==> config.mk <==
export PLATFORM = sky130hd
export DESIGN_NAME = core_insn_loader
export DESIGN_NICKNAME = d
export VERILOG_FILES = /design/src/rtl/core_insn_loader_pkg.sv /design/src/rtl/core_insn_loader_check.sv /design/src/rtl/core_insn_loader.sv
export SDC_FILE = /design/constraint.sdc
export NUM_CORES = 1
export LEC_CHECK = 0
export CAP_MARGIN = 30
export CORE_MARGIN = 2
export CORE_UTILIZATION = 27
export CTS_CLUSTER_SIZE = 14
export DETAILED_ROUTE_END_ITERATION = 10
export PLACE_DENSITY = 0.87
export REMOVE_ABC_BUFFERS = 1
export SLEW_MARGIN = 20
export SYNTH_ARGS = -nofsm -noshare
export SYNTH_HDL_FRONTEND = slang
export SYNTH_SLANG_ARGS = --single-unit
==> constraint.sdc <==
create_clock -name clk -period 3.1 [get_ports clk]
set_clock_uncertainty 0.05 [all_clocks]
set_input_delay 0.62 -clock clk [delete_from_list [all_inputs] [get_ports clk]]
set_output_delay 0.62 -clock clk [all_outputs]
set_load 0.05 [all_outputs]
==> src/rtl/core_insn_loader_pkg.sv <==
// Shared constants and state encoding for the per-core instruction loader.
// The task scheduler uses the same frame geometry constants.
package core_insn_loader_pkg;

  localparam int unsigned NUM_OF_CORES_DEF   = 4;
  localparam int unsigned INSN_LOAD_TIME_DEF = 4;
  localparam int unsigned CNT_W_DEF          = 2;
  localparam int unsigned PART_W_DEF         = 64;
  localparam int unsigned REG_W_DEF          = 8;

  typedef enum logic [1:0] {
    ST_IDLE = 2'd0,
    ST_LOAD = 2'd1,
    ST_RUN  = 2'd2
  } state_t;

endpackage

==> src/rtl/core_insn_loader_check.sv <==
// Frame protocol checker: tracks the expected part counter and decodes
// protocol errors into an abort strobe and a sticky error flag.
// Ports:
//   clk, reset      clock, synchronous active-high reset
//   state           current loader state (core_insn_loader_pkg::state_t encoding)
//   start_sel       this core's Start bit
//   load_cnt        scheduler part counter
//   abort_c         combinational: current LOAD cycle is malformed, abort frame
//   load_err        sticky protocol error, cleared only by reset
module core_insn_loader_check
  import core_insn_loader_pkg::*;
#(
  parameter int unsigned CNT_W = CNT_W_DEF
) (
  input  logic             clk,
  input  logic             reset,
  input  logic [1:0]       state,
  input  logic             start_sel,
  input  logic [CNT_W-1:0] load_cnt,
  output logic             abort_c,
  output logic             load_err
);

  logic [CNT_W-1:0] exp_cnt;
  logic             idle_bad_c;
  logic             run_bad_c;

  // Error decode per state
  always_comb begin
    abort_c    = 1'b0;
    idle_bad_c = 1'b0;
    run_bad_c  = 1'b0;
    case (state)
      ST_IDLE: idle_bad_c = start_sel && (load_cnt != '0);
      ST_LOAD: abort_c    = !start_sel || (load_cnt != exp_cnt);
      ST_RUN:  run_bad_c  = start_sel;
      default: ;
    endcase
  end

  // Expected counter and sticky error
  always_ff @(posedge clk) begin
    if (reset) begin
      exp_cnt  <= '0;
      load_err <= 1'b0;
    end else begin
      if (abort_c || idle_bad_c || run_bad_c) load_err <= 1'b1;
      if (state == ST_IDLE && start_sel && load_cnt == '0) begin
        exp_cnt <= CNT_W'(1);
      end else if (state == ST_LOAD && !abort_c) begin
        exp_cnt <= exp_cnt + CNT_W'(1);
      end
    end
  end

endmodule

==> src/rtl/core_insn_loader.sv <==
// Per-core receive stage behind the task scheduler: writes the streamed
// instruction-frame parts into the core's instruction memory, latches the
// optional R0 initial value, launches the core and holds ready low until
// the core halts.
// Optional feature macro: CORE_INSN_LOADER_CHECK_EN enables frame protocol
// checking (abort on malformed frames, sticky load_err). Undefined: load_err
// is tied 0 and the part counter is trusted.
// Ports:
//   clk, reset      clock, synchronous active-high reset
//   start           scheduler Start bus, bit CORE_ID used
//   load_cnt        scheduler part counter
//   insn_data       scheduler part data
//   init_r0_vect    R0-init enables, bit CORE_ID used
//   init_r0         R0 values, slice CORE_ID used
//   core_halt       single-cycle pulse, core finished
//   ready           high while idle or loading
//   imem_we/waddr/wdata  instruction-memory write port (combinational)
//   core_go         one-cycle launch pulse
//   r0_we/r0_wdata  one-cycle R0 write, coincident with core_go
//   load_err        sticky protocol error
module core_insn_loader
  import core_insn_loader_pkg::*;
#(
  parameter int unsigned CORE_ID        = 0,
  parameter int unsigned NUM_OF_CORES   = NUM_OF_CORES_DEF,
  parameter int unsigned INSN_LOAD_TIME = INSN_LOAD_TIME_DEF,
  parameter int unsigned CNT_W          = CNT_W_DEF,
  parameter int unsigned PART_W         = PART_W_DEF,
  parameter int unsigned REG_W          = REG_W_DEF
) (
  input  logic                      clk,
  input  logic                      reset,
  input  logic [NUM_OF_CORES-1:0]   start,
  input  logic [CNT_W-1:0]          load_cnt,
  input  logic [PART_W-1:0]         insn_data,
  input  logic [NUM_OF_CORES-1:0]   init_r0_vect,
  input  logic [NUM_OF_CORES*REG_W-1:0] init_r0,
  input  logic                      core_halt,
  output logic                      ready,
  output logic                      imem_we,
  output logic [CNT_W-1:0]          imem_waddr,
  output logic [PART_W-1:0]         imem_wdata,
  output logic                      core_go,
  output logic                      r0_we,
  output logic [REG_W-1:0]          r0_wdata,
  output logic                      load_err
);

  state_t           state;
  logic             start_sel;
  logic             r0_en_sel;
  logic [REG_W-1:0] r0_sel;
  logic             r0_en_q;
  logic [REG_W-1:0] r0_val_q;
  logic             first_c;
  logic             wr_c;
  logic             last_c;
  logic             launch_c;
  logic             abort_c;
  logic             unused_bits;

  assign start_sel = start[CORE_ID];
  assign r0_en_sel = init_r0_vect[CORE_ID];
  assign r0_sel    = init_r0[CORE_ID*REG_W +: REG_W];

  // Other cores' lanes are not used by this instance
  assign unused_bits = ^{start, init_r0_vect, init_r0};

`ifdef CORE_INSN_LOADER_CHECK_EN
  localparam bit CHECK_EN = 1'b1;

  core_insn_loader_check #(
    .CNT_W (CNT_W)
  ) u_check (
    .clk       (clk),
    .reset     (reset),
    .state     (state),
    .start_sel (start_sel),
    .load_cnt  (load_cnt),
    .abort_c   (abort_c),
    .load_err  (load_err)
  );
`else
  localparam bit CHECK_EN = 1'b0;

  assign abort_c  = 1'b0;
  assign load_err = 1'b0;
`endif

  // Write acceptance and launch decode
  always_comb begin
    first_c  = (state == ST_IDLE) && start_sel && (load_cnt == '0);
    wr_c     = 1'b0;
    case (state)
      ST_IDLE: wr_c = start_sel && ((load_cnt == '0) || !CHECK_EN);
      ST_LOAD: wr_c = start_sel && !abort_c;
      default: wr_c = 1'b0;
    endcase
    last_c   = (load_cnt == CNT_W'(INSN_LOAD_TIME - 1));
    // A single-part frame launches straight from IDLE
    launch_c = last_c && (first_c || ((state == ST_LOAD) && wr_c));
  end

  assign imem_we    = wr_c && !reset;
  assign imem_waddr = load_cnt;
  assign imem_wdata = insn_data;

  // Loader FSM with registered launch outputs
  always_ff @(posedge clk) begin
    if (reset) begin
      state    <= ST_IDLE;
      ready    <= 1'b1;
      core_go  <= 1'b0;
      r0_we    <= 1'b0;
      r0_wdata <= '0;
      r0_en_q  <= 1'b0;
      r0_val_q <= '0;
    end else begin
      core_go <= 1'b0;
      r0_we   <= 1'b0;
      if (first_c) begin
        r0_en_q  <= r0_en_sel;
        r0_val_q <= r0_sel;
      end
      if (launch_c) begin
        state    <= ST_RUN;
        ready    <= 1'b0;
        core_go  <= 1'b1;
        // Capture and launch coincide when the frame is one part long
        r0_we    <= first_c ? r0_en_sel : r0_en_q;
        r0_wdata <= first_c ? r0_sel : r0_val_q;
      end else begin
        case (state)
          ST_IDLE: if (first_c) state <= ST_LOAD;
          ST_LOAD: if (abort_c) state <= ST_IDLE;
          ST_RUN: begin
            if (core_halt) begin
              state <= ST_IDLE;
              ready <= 1'b1;
            end
          end
          default: state <= ST_IDLE;
        endcase
      end
    end
  end

endmodule

After elaboration in Yosys (flattened, before gate mapping)
Cells that the tools add are included.

word-level totals
  word-level logic and storage cells = 46
  output and inout port bits = 79
  register bits = 22
  bits of input ports = 109

cells by class
  bitwise operators = 2
  mux-type cells = 11
  eq/ne operators = 8
  reduce and logical (&&, ||, !) cells = 17

operators by type and width
  operator              number
  $mux W8               1
  $mux W1               6
  $mux W2               3
  $ne A2 B2 Y1 const B  3
  $ne A3 B3 Y1 const B  2
  $pmux W2 S3           1
  $reduce_and A3 Y1     2
  $reduce_or A2 Y1      3
  $logic_and A1 B1 Y1   5
  $eq A2 B2 Y1 const B  2
  $logic_not A2 Y1      2
  $reduce_bool A2 Y1    2
  $eq A2 B1 Y1 const B  1
  $not A1 Y1            2
  $reduce_and A2 Y1     1
  $logic_not A1 Y1      1
  $logic_or A1 B1 Y1    1

Depth between registers and ports, before layout
Gate-level depths: netlist of run 1.

  depth in word-level cells = 8
  gate-level depth with buffers = 4
  depth with buffers taken out = 3

Worst setup path before layout of run 1
OpenSTA, ideal clock, no wires.

  path type = input to output
  start = input start[0]
  end = output imem_we
  data arrival time = 1.489 ns
  data required time = 2.430 ns
  path slack = 0.941 ns
  stages = 3
  cells stage by stage = nand2b_4 -> clkbuf_1 -> nor2_1

between the ends
  cells in the longest elaborated chain, start to end = 2

RTL lines
  element              line                     text
  start: declaration   core_insn_loader.sv:33   input logic [NUM_OF_CORES-1:0] start,
  $mux W1              core_insn_loader.sv:94   case (state)
  $logic_and A1 B1 Y1  core_insn_loader.sv:104  assign imem_we = wr_c && !reset;
  end: declaration     core_insn_loader.sv:40   output logic imem_we,

No other way between the ends.

Worst setup path after layout of run 1
  start = input load_cnt[0]
  end = output imem_waddr[0]

RTL lines
  element             line                    text
  start: declaration  core_insn_loader.sv:34  input logic [CNT_W-1:0] load_cnt,
  end: declaration    core_insn_loader.sv:41  output logic [CNT_W-1:0] imem_waddr,

No word-level cell between the ends.

==> results of run 1 <==
flip-flops by register name, summed over array words and instances, names as in the netlist:
| signal | count |
|---|---|
| ready | 1 |
| r0_wdata | 8 |
| core_go | 1 |
| state | 2 |
| r0_we | 1 |
| r0_val_q | 8 |
| r0_en_q | 1 |
metrics by stage:
stage	instance area (um^2)	utilization [%]	hold slack, ps	setup slack (ps)
CTS	1329	26.18	423.4	407.4
finish	1329	26.18	433.3	407.9
global route	1329	26.18	465.7	383.5
detailed placement	1274	25.10	410.3	406.6
floorplan	874.6	-	387.1	636.8
global placement	1274	25.10	405.5	406.0
cell usage in the layout, fill, tap and decap left out:
master,synthesis,final
nand2b_1,18,18
o21ai_1,6,6
nor2_1,3,3
nand2b_4,1,1
a21oi_1,1,1
buf_12,0,1
nor4_2,0,1
mux2i_1,9,9
conb_1,1,1
inv_1,1,1
clkdlybuf4s50_1,0,27
nor3_1,1,1
nor2b_1,8,8
o211a_1,1,1
a21o_1,1,1
nand3b_1,1,1
dfxtp_1,22,22
a31o_2,1,1
buf_4,67,2
nand3_2,1,1
or2_4,1,1
clkbuf_8,0,4
o21ai_0,10,10
power by group:
group / switching [mW] / internal [mW]
clock: 0.0888 / 0.113
sequential: 0.00218 / 0.288
combinational: 0.0340 / 0.0333
how the worst min path moves through the flow:
stage	start	cells after the start	to
finish	r0_en_q$_SDFF_PP0_	2	r0_we$_SDFF_PP0_
global placement	r0_en_q$_SDFF_PP0_	2	r0_we$_SDFF_PP0_
detailed placement	r0_en_q$_SDFF_PP0_	2	r0_we$_SDFF_PP0_
global route	r0_val_q[1]$_SDFF_PP0_	2	r0_val_q[1]$_SDFF_PP0_
floorplan	r0_en_q$_SDFF_PP0_	2	r0_we$_SDFF_PP0_
CTS	r0_en_q$_SDFF_PP0_	2	r0_we$_SDFF_PP0_
logic make-up (layout without fill, tap and decap cells):
family	count (synthesis)	in the layout	synth area share, %
buf+inv	74	35	38.30
compound gates	20	20	7.890
mux	9	9	6.383
flops	22	22	31.21
other cells	1	1	0.2657
simple gates	35	35	15.96
area by class of cell:
class | instances | area (um^2) | share of cell area, %
Tap cell | 70 | 87.58 | 6.591
Multi-Input combinational cell | 65 | 436.7 | 32.86
Inverter | 1 | 3.754 | 0.2825
Timing Repair Buffer | 30 | 305.3 | 22.98
Clock buffer | 4 | 55.05 | 4.143
Sequential cell | 22 | 440.4 | 33.15
per-layer routing:
layer | vias up | GRT usage, % | wire [um]
li1 | 369 | - | -
met1 | 398 | 8.303 | 998
met2 | 171 | 54.96 | 4573
met3 | 18 | 41.00 | 2517
met4 | 0 | 15.45 | 482
met5 | - | 4.545 | 0
==> flow_metrics.env, run 1 <==
export IMPL_worstPathArrival_ps=2020
export IMPL_timing_fmax_ghz=0.3715
export IMPL_yosys_area_top_type_share_pct=35.64
export IMPL_powerDensity_nw_per_um2=420.7
export IMPL_portBuffers=28
export IMPL_worst_slew_pin_slew_ps=535.7
export IMPL_num_rows=26
export IMPL_grt_use_total_pct=29.22
export IMPL_dp_hpwl_um=7845
export IMPL_wl_um=8572
export IMPL_insertion_delay_ps=260
export IMPL_cts_resized=0
export IMPL_async_flop_share_pct=0
export IMPL_drt_iter0_drc=85
export IMPL_grt_pass1_wl_um=10740
export IMPL_ioPinCount=188
export IMPL_cts_clk_slew_worst_paths_ps=80
export IMPL_die_y_um=76.30
export IMPL_cts_hold_buf=0
export IMPL_r2r_setup_slack_ps=1780
export IMPL_post_cts_buffers=0
export IMPL_netlist_instances=161
export IMPL_worstRegToRegCells=4
export IMPL_fp_coreArea_um2=5075
export IMPL_ys_ff_latch=22
export IMPL_initial_core_util_pct=27.81
export IMPL_slowest_stage="clkdlybuf4s50_1"
export IMPL_max_stage_delay_ps=840
export IMPL_tns_ps=0
export IMPL_die_x_um=76.30
export IMPL_numClockSinks=22
export IMPL_yosysTopAreaCell="buf_4"
export IMPL_route_detailed_drc=0
export IMPL_dieArea_um2=5822
export IMPL_endpoint="imem_waddr[0]"
export IMPL_via_per_inst=4.979
export IMPL_synth_seq_area_share_pct=31.21
export IMPL_antenna_left=0
export IMPL_ys_top_cells_by_count="buf_4 (67), dfxtp_1 (22), nand2b_1 (18)"
export IMPL_crit_buf_inv=2
export IMPL_rsz0062_at_grt="no"
export IMPL_timing_rr_start="state[1]$_SDFFE_PP0P_"
export IMPL_areaGrowthSynthToFinish_pct=-5.851
export IMPL_total_power_mw=0.5590
export IMPL_crit_path_start_kind="primary input"
export IMPL_drtPass1Iterations=4
export IMPL_clock_root_buffer="clkbuf_8"
export IMPL_numCtsBuffers=3
export IMPL_hold_class="reg -> reg"
export IMPL_cp_end_kind="output pin"
export IMPL_cts_tree="yes"
export IMPL_antenna_found_initial=0
export IMPL_max_cap_violations=0
export IMPL_netlist_area_um2=1411
export IMPL_num_vias=956
export IMPL_grt_ovfl_total=0
export IMPL_drive_gt1_share_pct=9.836
export IMPL_crit_chain="clkdlybuf4s50_1, clkdlybuf4s50_1"
export IMPL_diodes=0
export IMPL_yosysMostFrequentCell="buf_4"
export IMPL_crit_path_max_fanout=3
export IMPL_htreeDepth=1
export IMPL_relSlewSlack_pct=64.17
export IMPL_num_nets_final=232
export IMPL_routedWlPerCell_um=44.65
export IMPL_cp_common_cell="clkdlybuf4s50_1"
export IMPL_path_class="in -> out"
export IMPL_worst_ep_required_time_ps=2430
export IMPL_p_leak_nw=0.4578
export IMPL_gp_congestion=0.9842
export IMPL_yosys_warnings=0
export IMPL_outcome="completed"
export IMPL_synth_ff_type="dfxtp_1"
export IMPL_grt_start_max_net_pins=31
export IMPL_ys_types=23
export IMPL_hold_viol=0
export IMPL_finalCritPeriodShare_pct=86.84
export IMPL_setup_viol=0
export IMPL_synth_edff_count=0
export IMPL_setup_worst_path_start="load_cnt[0]"
export IMPL_dpl_cell_count=188
export IMPL_r2r_end="r0_val_q[0]$_SDFF_PP0_"
export IMPL_irDropWorstVdd_mv=0.1753
export IMPL_fillers=564
export IMPL_synth_avg_cell_area_um2=8.766
export IMPL_clock_path_buffers=2
export IMPL_fin_crit_ps=2692
export IMPL_grt_pass1_vias=961
export IMPL_critPathTopFamily="buffers and inverters"
export IMPL_fin_cells=192
export IMPL_maxSlewViolCount=0
export IMPL_netlist_top_cells_area="buf_4 (36%), dfxtp_1 (31%), nand2b_1 (8.0%)"
export IMPL_cp_depth=2
(Power assumes the default switching activity.)
==> run 2: changes to the inputs <==
- SYNTH_HIERARCHICAL: unset -> 1
==> results of run 2 <==
No change in the layout: final DEF, timing and power equal those of run 1.
Among the figures that moved: Yosys warning count 0 -> 6
